<file path="config.mk">
export PLATFORM = sky130hd
export DESIGN_NAME = alu_arbiter
export DESIGN_NICKNAME = d
export VERILOG_FILES = /design/src/rtl/alu_arbiter.sv
export SDC_FILE = /design/constraint.sdc
export NUM_CORES = 1
export LEC_CHECK = 0
export BUFFER_PORTS_ARGS = -buffer_cell sky130_fd_sc_hd__buf_4
export CORE_AREA = 3 3 352 354
export DETAILED_ROUTE_END_ITERATION = 6
export DIE_AREA = 0 0 355 357
export MAX_ROUTING_LAYER = met4
export SLEW_MARGIN = 40
export SYNTH_ARGS = -nofsm -noshare
export SYNTH_HDL_FRONTEND = slang
export SYNTH_SLANG_ARGS = --single-unit
</file>
<file path="constraint.sdc">
create_clock -name clk -period 7.4 [get_ports clk]
set_input_delay 0.37 -clock clk [delete_from_list [all_inputs] [get_ports clk]]
set_output_delay 0.37 -clock clk [all_outputs]
set_load 0.1 [all_outputs]
</file>
<file path="src/rtl/alu_arbiter.sv">
// alu_arbiter: round-robin sharing of one combinational 64-bit ALU among NREQ
// requesters; the result is registered and returned over a valid/ready response.
module alu_arbiter #(
    parameter int NREQ  = 2,
    parameter int CNT_W = 32
) (
    input  logic               clk,
    input  logic               reset,
    input  logic [NREQ-1:0]    req_valid,
    output logic [NREQ-1:0]    req_ready,
    input  logic [NREQ*64-1:0] req_a,
    input  logic [NREQ*64-1:0] req_b,
    input  logic [NREQ*4-1:0]  req_op,
    output logic [NREQ-1:0]    resp_valid,
    output logic [63:0]        resp_data,
    input  logic [NREQ-1:0]    resp_ready,
    output logic               busy,
    output logic [CNT_W-1:0]   contention_cnt
);
    localparam int IDX_W = (NREQ > 2) ? 2 : 1;

    typedef enum logic {IDLE, HOLD} state_e;

    state_e           state_q;
    logic [IDX_W-1:0] own_q;
    logic [IDX_W-1:0] last_q;
    logic [63:0]      data_q;
    logic [NREQ-1:0]  resp_valid_q;
    logic             busy_q;
    logic [CNT_W-1:0] cnt_q;
    logic [CNT_W-1:0] cnt_d;

    logic [63:0] a_arr  [NREQ];
    logic [63:0] b_arr  [NREQ];
    logic [3:0]  op_arr [NREQ];

    genvar gi;
    generate
        for (gi = 0; gi < NREQ; gi++) begin : g_unpack
            assign a_arr[gi]  = req_a[64*gi +: 64];
            assign b_arr[gi]  = req_b[64*gi +: 64];
            assign op_arr[gi] = req_op[4*gi +: 4];
        end
    endgenerate

    // Round-robin scan starting just after the most recently granted index.
    logic             cand_found;
    logic [IDX_W-1:0] cand_idx;
    logic [IDX_W-1:0] scan;

    always_comb begin
        cand_found = 1'b0;
        cand_idx   = '0;
        scan       = last_q;
        for (int k = 0; k < NREQ; k++) begin
            scan = (scan == IDX_W'(NREQ - 1)) ? '0 : scan + IDX_W'(1);
            if (!cand_found && req_valid[scan]) begin
                cand_found = 1'b1;
                cand_idx   = scan;
            end
        end
    end

    logic [63:0] a_sel;
    logic [63:0] b_sel;
    logic [3:0]  op_sel;
    logic [63:0] alu_res;

    assign a_sel  = a_arr[cand_idx];
    assign b_sel  = b_arr[cand_idx];
    assign op_sel = op_arr[cand_idx];

    always_comb begin
        alu_res = '0;
        case (op_sel)
            4'd0:    alu_res = a_sel + b_sel;
            4'd1:    alu_res = a_sel - b_sel;
            4'd2:    alu_res = a_sel & b_sel;
            4'd3:    alu_res = a_sel | b_sel;
            4'd4:    alu_res = a_sel ^ b_sel;
            4'd5:    alu_res = {63'd0, $signed(a_sel) < $signed(b_sel)};
            4'd6:    alu_res = {63'd0, a_sel < b_sel};
            4'd7:    alu_res = a_sel << b_sel[5:0];
            4'd8:    alu_res = a_sel >> b_sel[5:0];
            4'd9:    alu_res = $unsigned($signed(a_sel) >>> b_sel[5:0]);
            default: alu_res = '0;
        endcase
    end

    // A response handshake frees the result register in the same cycle, so a
    // new request can be accepted while the previous result is being taken.
    logic rfire;
    logic open_win;
    logic afire;

    assign rfire    = (state_q == HOLD) && resp_ready[own_q];
    assign open_win = !reset && ((state_q == IDLE) || rfire);
    assign afire    = open_win && cand_found;

    always_comb begin
        req_ready = '0;
        if (afire) begin
            req_ready[cand_idx] = 1'b1;
        end
    end

    // Clearing the lowest set bit leaves something only when two or more are set.
    logic multi_req;
    assign multi_req = |(req_valid & (req_valid - NREQ'(1)));

    always_comb begin
        cnt_d = cnt_q;
        if (multi_req && (cnt_q != '1)) begin
            cnt_d = cnt_q + CNT_W'(1);
        end
    end

    always_ff @(posedge clk) begin
        if (reset) begin
            state_q      <= IDLE;
            own_q        <= '0;
            last_q       <= IDX_W'(NREQ - 1);
            data_q       <= '0;
            resp_valid_q <= '0;
            busy_q       <= 1'b0;
            cnt_q        <= '0;
        end else begin
            cnt_q <= cnt_d;
            case (state_q)
                IDLE: begin
                    if (afire) begin
                        state_q      <= HOLD;
                        data_q       <= alu_res;
                        own_q        <= cand_idx;
                        last_q       <= cand_idx;
                        resp_valid_q <= req_ready;
                        busy_q       <= 1'b1;
                    end
                end
                HOLD: begin
                    if (afire) begin
                        data_q       <= alu_res;
                        own_q        <= cand_idx;
                        last_q       <= cand_idx;
                        resp_valid_q <= req_ready;
                    end else if (rfire) begin
                        state_q      <= IDLE;
                        resp_valid_q <= '0;
                        busy_q       <= 1'b0;
                    end
                end
                default: begin
                    state_q <= IDLE;
                end
            endcase
        end
    end

    assign resp_valid     = resp_valid_q;
    assign resp_data      = data_q;
    assign busy           = busy_q;
    assign contention_cnt = cnt_q;

endmodule

</file>
Word level (Yosys, flattened, before mapping)
Index checks and enable logic that the tools add are counted.
Widths: inputs -> output; s select.
{ "classes": {"addsub": 6, "n_mul": 0, "div": 0, "magnitude_cmp": 8, "eq_ne": 14, "n_shift": 3, "muxes": 39, "bitwise_logic": 6, "n_reduce_logical": 13} }
{ "ops": {"columns": ["operator", "count"], "rows": [
  ["$pmux 64 s10", 1],
  ["$mux 64", 7],
  ["$lt 64x64->1", 2],
  ["$add 64x64->64", 1],
  ["$and 64x64->64", 1],
  ["$or 64x64->64", 1],
  ["$shl 64x6->64", 1],
  ["$shr 64x6->64", 1],
  ["$sshr 64x6->64", 1],
  ["$sub 64x64->64", 1],
  ["$xor 64x64->64", 1],
  ["$add 32x1->32 const B", 1],
  ["$ne 32x32->1 const B", 1],
  ["$mux 1", 20],
  ["$eq 4x3->1 const B", 4],
  ["$mux 4", 3],
  ["$eq 4x2->1 const B", 2],
  ["$eq 4x4->1 const B", 2],
  ["$lt 1x2->1 const B", 4],
  ["$mux 2", 4],
  ["$logic_and 1x1->1", 6],
  ["$eq 4x1->1 const B", 1],
  ["$logic_not 4->1", 1],
  ["$ne 2x2->1 const B", 2],
  ["other kinds (17)", 20]
]} }
{ "totals": {"ff_bits": 102, "latchBits": 0, "ram_bits": 0, "mem_bits_ro": 0, "inputBits": 270, "output_inout_bits": 101, "word_cells": 96, "n_memories": 0} }

Logic depth before layout (Yosys ltp)
{ "depth": {"ltp_word": 15, "mapped_depth": 24, "ltp_nobuf": 16} }

Worst setup path after synthesis
No wires, ideal clock.
{ "synth_path": {"path_type": "input to register", "startpoint": "input req_valid[1]", "endpoint": "register data_q[58] (netlist: resp_data[58])", "setup_time_ns": 0.139, "t_arrival_ns": 5.564, "required_ns": 7.261, "setup_slack_ns": 1.697, "stages": 22, "n_path_buf": 7, "path_cell_list": "a21boi_2 -> buf_4 -> buf_2 -> buf_2 -> buf_1 -> clkbuf_1 -> clkbuf_1 -> clkbuf_1 -> nand2_1 -> nand2_1 -> inv_1 -> fa_1 -> or2_2 -> a2111o_1 -> a21oi_2 -> nand2_1 -> a2111oi_4 -> o2111ai_1 -> a21oi_1 -> o21ai_0 -> a2111oi_0 -> a211oi_1"} }
{ "synth_via": {"elab_chain_len": 13, "elab_cells_between_ends": 41, "classes_between": "add/sub (2); eq/ne (9); shift (3); mux (19); bitwise (4); reduce/logical (4)"} }
{ "synth_lines": {"columns": ["element", "line", "text"], "rows": [
  ["start, declared", "9", "input logic [NREQ-1:0] req_valid,"],
  ["$mux 1 (implied by the code) (2 in a row)", "57", "if (!cand_found && req_valid[scan]) begin"],
  ["$mux 1", "57", null],
  ["$logic_not 1->1", "57", null],
  ["$logic_and 1x1->1", "57", null],
  ["$mux 1", "57", null],
  ["$not 1->2 (implied by the code)", "69, 70, 71", null],
  ["$mux 64 (implied by the code) (tied with other cells) (3 in a row)", "69", "assign a_sel = a_arr[cand_idx];"],
  ["$sub 64x64->64 (tied with other cells)", "77", "4'd1: alu_res = a_sel - b_sel;"],
  ["$pmux 64 s10", "75", "case (op_sel)"],
  ["$mux 64", "131, 141", null],
  ["end signal, assigned", "133", "data_q <= alu_res;"],
  ["end signal, assigned", "142", "data_q <= alu_res;"],
  ["end, declared", "27", "logic [63:0] data_q;"]
]} }
Several ways; a longest one is shown, not always the timed one. The select of a mux whose other input is x is not followed.
A chain may end at the register's enable or synchronous reset.

Worst setup path after layout
{ "layout_path": {"startpoint": "register last_q", "endpoint": "register data_q[48] (netlist: resp_data[48])"} }
{ "layout_via": {"elab_chain_len": 15, "elab_cells_between_ends": 45, "classes_between": "add/sub (4); eq/ne (9); shift (3); mux (21); bitwise (4); reduce/logical (4)"} }
{ "layout_lines": {"columns": ["element", "line", "text"], "rows": [
  ["start, declared", "26", "logic [IDX_W-1:0] last_q;"],
  ["start signal, assigned", "122", "last_q <= IDX_W'(NREQ - 1);"],
  ["start signal, assigned", "135", "last_q <= cand_idx;"],
  ["start signal, assigned", "144", "last_q <= cand_idx;"],
  ["$add 1x1->1", "56", "scan = (scan == IDX_W'(NREQ - 1)) ? '0 : scan + IDX_W'(1);"],
  ["$mux 1 (*)", "56", null],
  ["$add 1x1->1 or $mux 1 (tied branches)", "56, 57", null],
  ["$mux 1, on equally long branches", "56, 57", null],
  ["$mux 1 (implied by the code)", "57", null],
  ["$mux 1 (implied by the code) or $logic_not 1->1 (tied branches)", "57", null],
  ["$logic_and 1x1->1", "57", null],
  ["$mux 1", "57", null],
  ["$not 1->2 (implied by the code)", "69, 70, 71", null],
  ["$mux 64 (implied by the code) (tied with other cells) (3 in a row)", "69", null],
  ["$sub 64x64->64 (tied with other cells)", "77", null],
  ["$pmux 64 s10", "75", null],
  ["$mux 64", "131, 141", null]
]} }
Mark *: on every way between the ends. The rest lies on a longest branch, timed or not. The select of a mux whose other input is x is not followed.

==> run summary <==
Setup crit end - resp_data[48]
Post-cts hold buffer count - 0
Crit path launch type - register
Vias per cell - 6.18
Final #Nets - 5177
Seq/Total Area, Yosys - 6.76%
WL/cell - 32.1 um
Detail Placement HPWL - 162 mm
Most frequent cell after synthesis - nand2_1
Cell taking the most area after synthesis - mux2i_1
Cell Rows - 128
Crit path DAT - 6.24 ns
Maximum clock rate - 0.169 GHz
Max VDD drop - 0.119 mV
Worst r2r dst - resp_data[48]
Post-synth EDFFs - 0
Avg Inst Size Synth - 6.65 um^2
Initial Util - 24.9%
Tot GR Track Use - 31.2%
Synth warnings - 0
Antenna viol nets, final - 0
Total setup buffers inserted after CTS - 0
Area Overhead vs Synth - 16.4%
Core box area - 121000 um^2
DRC Markers - 6
Endpoints failing setup - 0
Reg-to-Reg Start - last_q
Share of cells above drive strength 1 - 15.0%
Vias in the first global route - 35700
RSZ-0062 raised after global routing - false
Critical path class - reg -> reg
Grt ovf - 0
Routed vias - 39200
Flops & latches, synth - 102
Status - finished, violations left
DRT iter0 DRCs - 5856
Min-delay worst type - in -> reg
DRT Wirelength - 204 mm
Hold Fails Final Rpt - 0
Clk root buf - clkbuf_16
Clk sinks - 102
Worst-path clk slew - 0.10 ns
Boundary Pins - 371
Slew of the pin with the lowest slew margin - 0.947 ns
First-pass GRT wire length - 280 mm
Top area cells in the synthesized netlist - mux2i_1, nand2_1, ha_1, dfxtp_1, a21oi_1
Skew-Pair Late Insertion Delay - 0.43 ns
Dominant synthesized flop cell - dfxtp_1
Die area - 127000 um^2
Critical Path End Type - register
Ys async rst share - 0%
Die Wd - 355 um
Max-Cap Viols - 0
CTS tree - done
Post_cts resized - 0
Crit-path max FO - 55
Pleak - 15.4 nW
Num CTS Buffers - 9
R2R depth - 13
# H-tree levels - 3
TNS Setup - 0 ns
Pin count of the biggest net entering global routing - 134
Pwr per Cell Area - 155 nW/um^2
Pre-Repair DR Iteration Count - 7
Gate Count Post-Synth - 4539
Share of Yosys cell area claimed by the top area cell type - 17.8%
Skew final - 0.0383 ns
Critical Path RT - 7.70 ns
Rel. slew slack - 36.7%
Initial antenna violation count - 11
Reg2Reg Setup Slack - 1.47 ns
Slew Viols, Final - 0
Clock tree buffer depth - 2
Failing checks - design-rule violations
RePlAce Congestion - 1.12
Worst setup path startpoint - last_q
Most instantiated cells after synthesis - nand2_1, mux2i_1, a21oi_1, nor2_1, o21ai_0
Power Total - 0.00545 W
Die height - 357 um
Netlist Area Pre-Place - 30200 um^2
Fin crit share - 80.2%
Unique masters post-synth - 93
Synthesized Nets - 5007
Tmin final - 5.93 ns
Port bufs - 370
final cells by class:
class                      instances  area (um^2)
tap                             1625         2030
sequential                       102         2040
clock inverter                     7         91.3
multi-input combinational       3880        26000
antenna                            4         10.0
fill                           13700        86300
inverter                         214          810
timing repair buffer             502         3900
clock buffer                       9          225
flip-flops by register name, summed over array words and instances (netlist names):
register / flops
resp_data: 64
contention_cnt: 32
resp_valid: 2
busy: 1
last_q: 1
own_q: 1
state_q: 1
worst max-delay path, cell delays in order (launching register included):
cell and delay (ns):
dfxtp_1 0.41, a21bo_4 0.37, buf_12 0.26, buf_12 0.34, buf_4 0.53, mux2_2 0.45
nand3_1 0.57, a21oi_1 0.38, a221oi_1 0.66, o21ai_0 0.24, nor4b_1 0.74, buf_4 0.29
o211ai_1 0.11, a221o_1 0.30
per-layer routing:
layer	global-route usage, %	wire [um]
met1	38.6	80000
met2	45.6	85400
met3	5.52	19900
met4	22.2	18500
met5	-	0
cell usage in the layout (no fill, tap or decap), types with 28 or more instances in the layout:
cell type	count
buf_4	483
o21ai_0	247
o22ai_1	35
nand3_1	91
o21bai_1	32
a21o_1	31
a31oi_1	52
nand4_1	52
o221ai_1	28
dfxtp_1	102
and3_1	31
a211oi_1	91
nor3_1	82
o211ai_1	67
a221oi_1	68
mux2i_1	535
nor2_1	375
nand2_1	782
a21oi_1	383
mux2_2	103
inv_1	207
ha_1	196
xnor2_1	44
nor4_1	44
or3_1	40
o31ai_1	52
stage by stage:
stage	util, %	hold WS (ns)	area, um^2	setup WS, ns	cells
4_1_cts	28.9	0.289	35100	1.65	6337
5_1_grt	28.9	0.318	35100	1.48	6343
3_5_place_dp	28.6	0.450	34800	1.52	6321
6_report	28.9	0.315	35100	1.47	6343
2_1_floorplan	-	0.450	30200	1.70	4539
3_3_place_gp	28.5	0.449	34600	1.41	6315
kinds of logic (layout without fill, tap and decap cells):
kind of cell	after synthesis	in the layout	share of synthesized area, %
compound gates	1327	1327	28.9
xor+xnor	64	64	1.86
fa+ha+maj	198	198	8.26
buf+inv	557	732	7.67
flops	102	102	6.76
mux	659	659	22.8
other cells	0	4	0
simple gates	1632	1632	23.8
where the power goes:
group          leakage (nW)  internal [W]  switching [W]
logic                  14.4       0.00126        0.00300
registers             0.827      0.000575      0.0000471
clock network         0.151      0.000244       0.000329
how the worst min path moves through the flow:
stage	start	endpoint	slack, ns	cells after the start
4_1_cts	req_valid[1]	state_q	0.29	3
5_1_grt	req_valid[1]	state_q	0.32	3
6_report	req_valid[1]	state_q	0.31	3
2_1_floorplan	own_q	own_q	0.45	1
3_3_place_gp	resp_valid[1]	resp_valid[1]	0.45	2
3_5_place_dp	resp_valid[1]	resp_valid[1]	0.45	2
No activity file was read; power rests on OpenSTA's default activity.
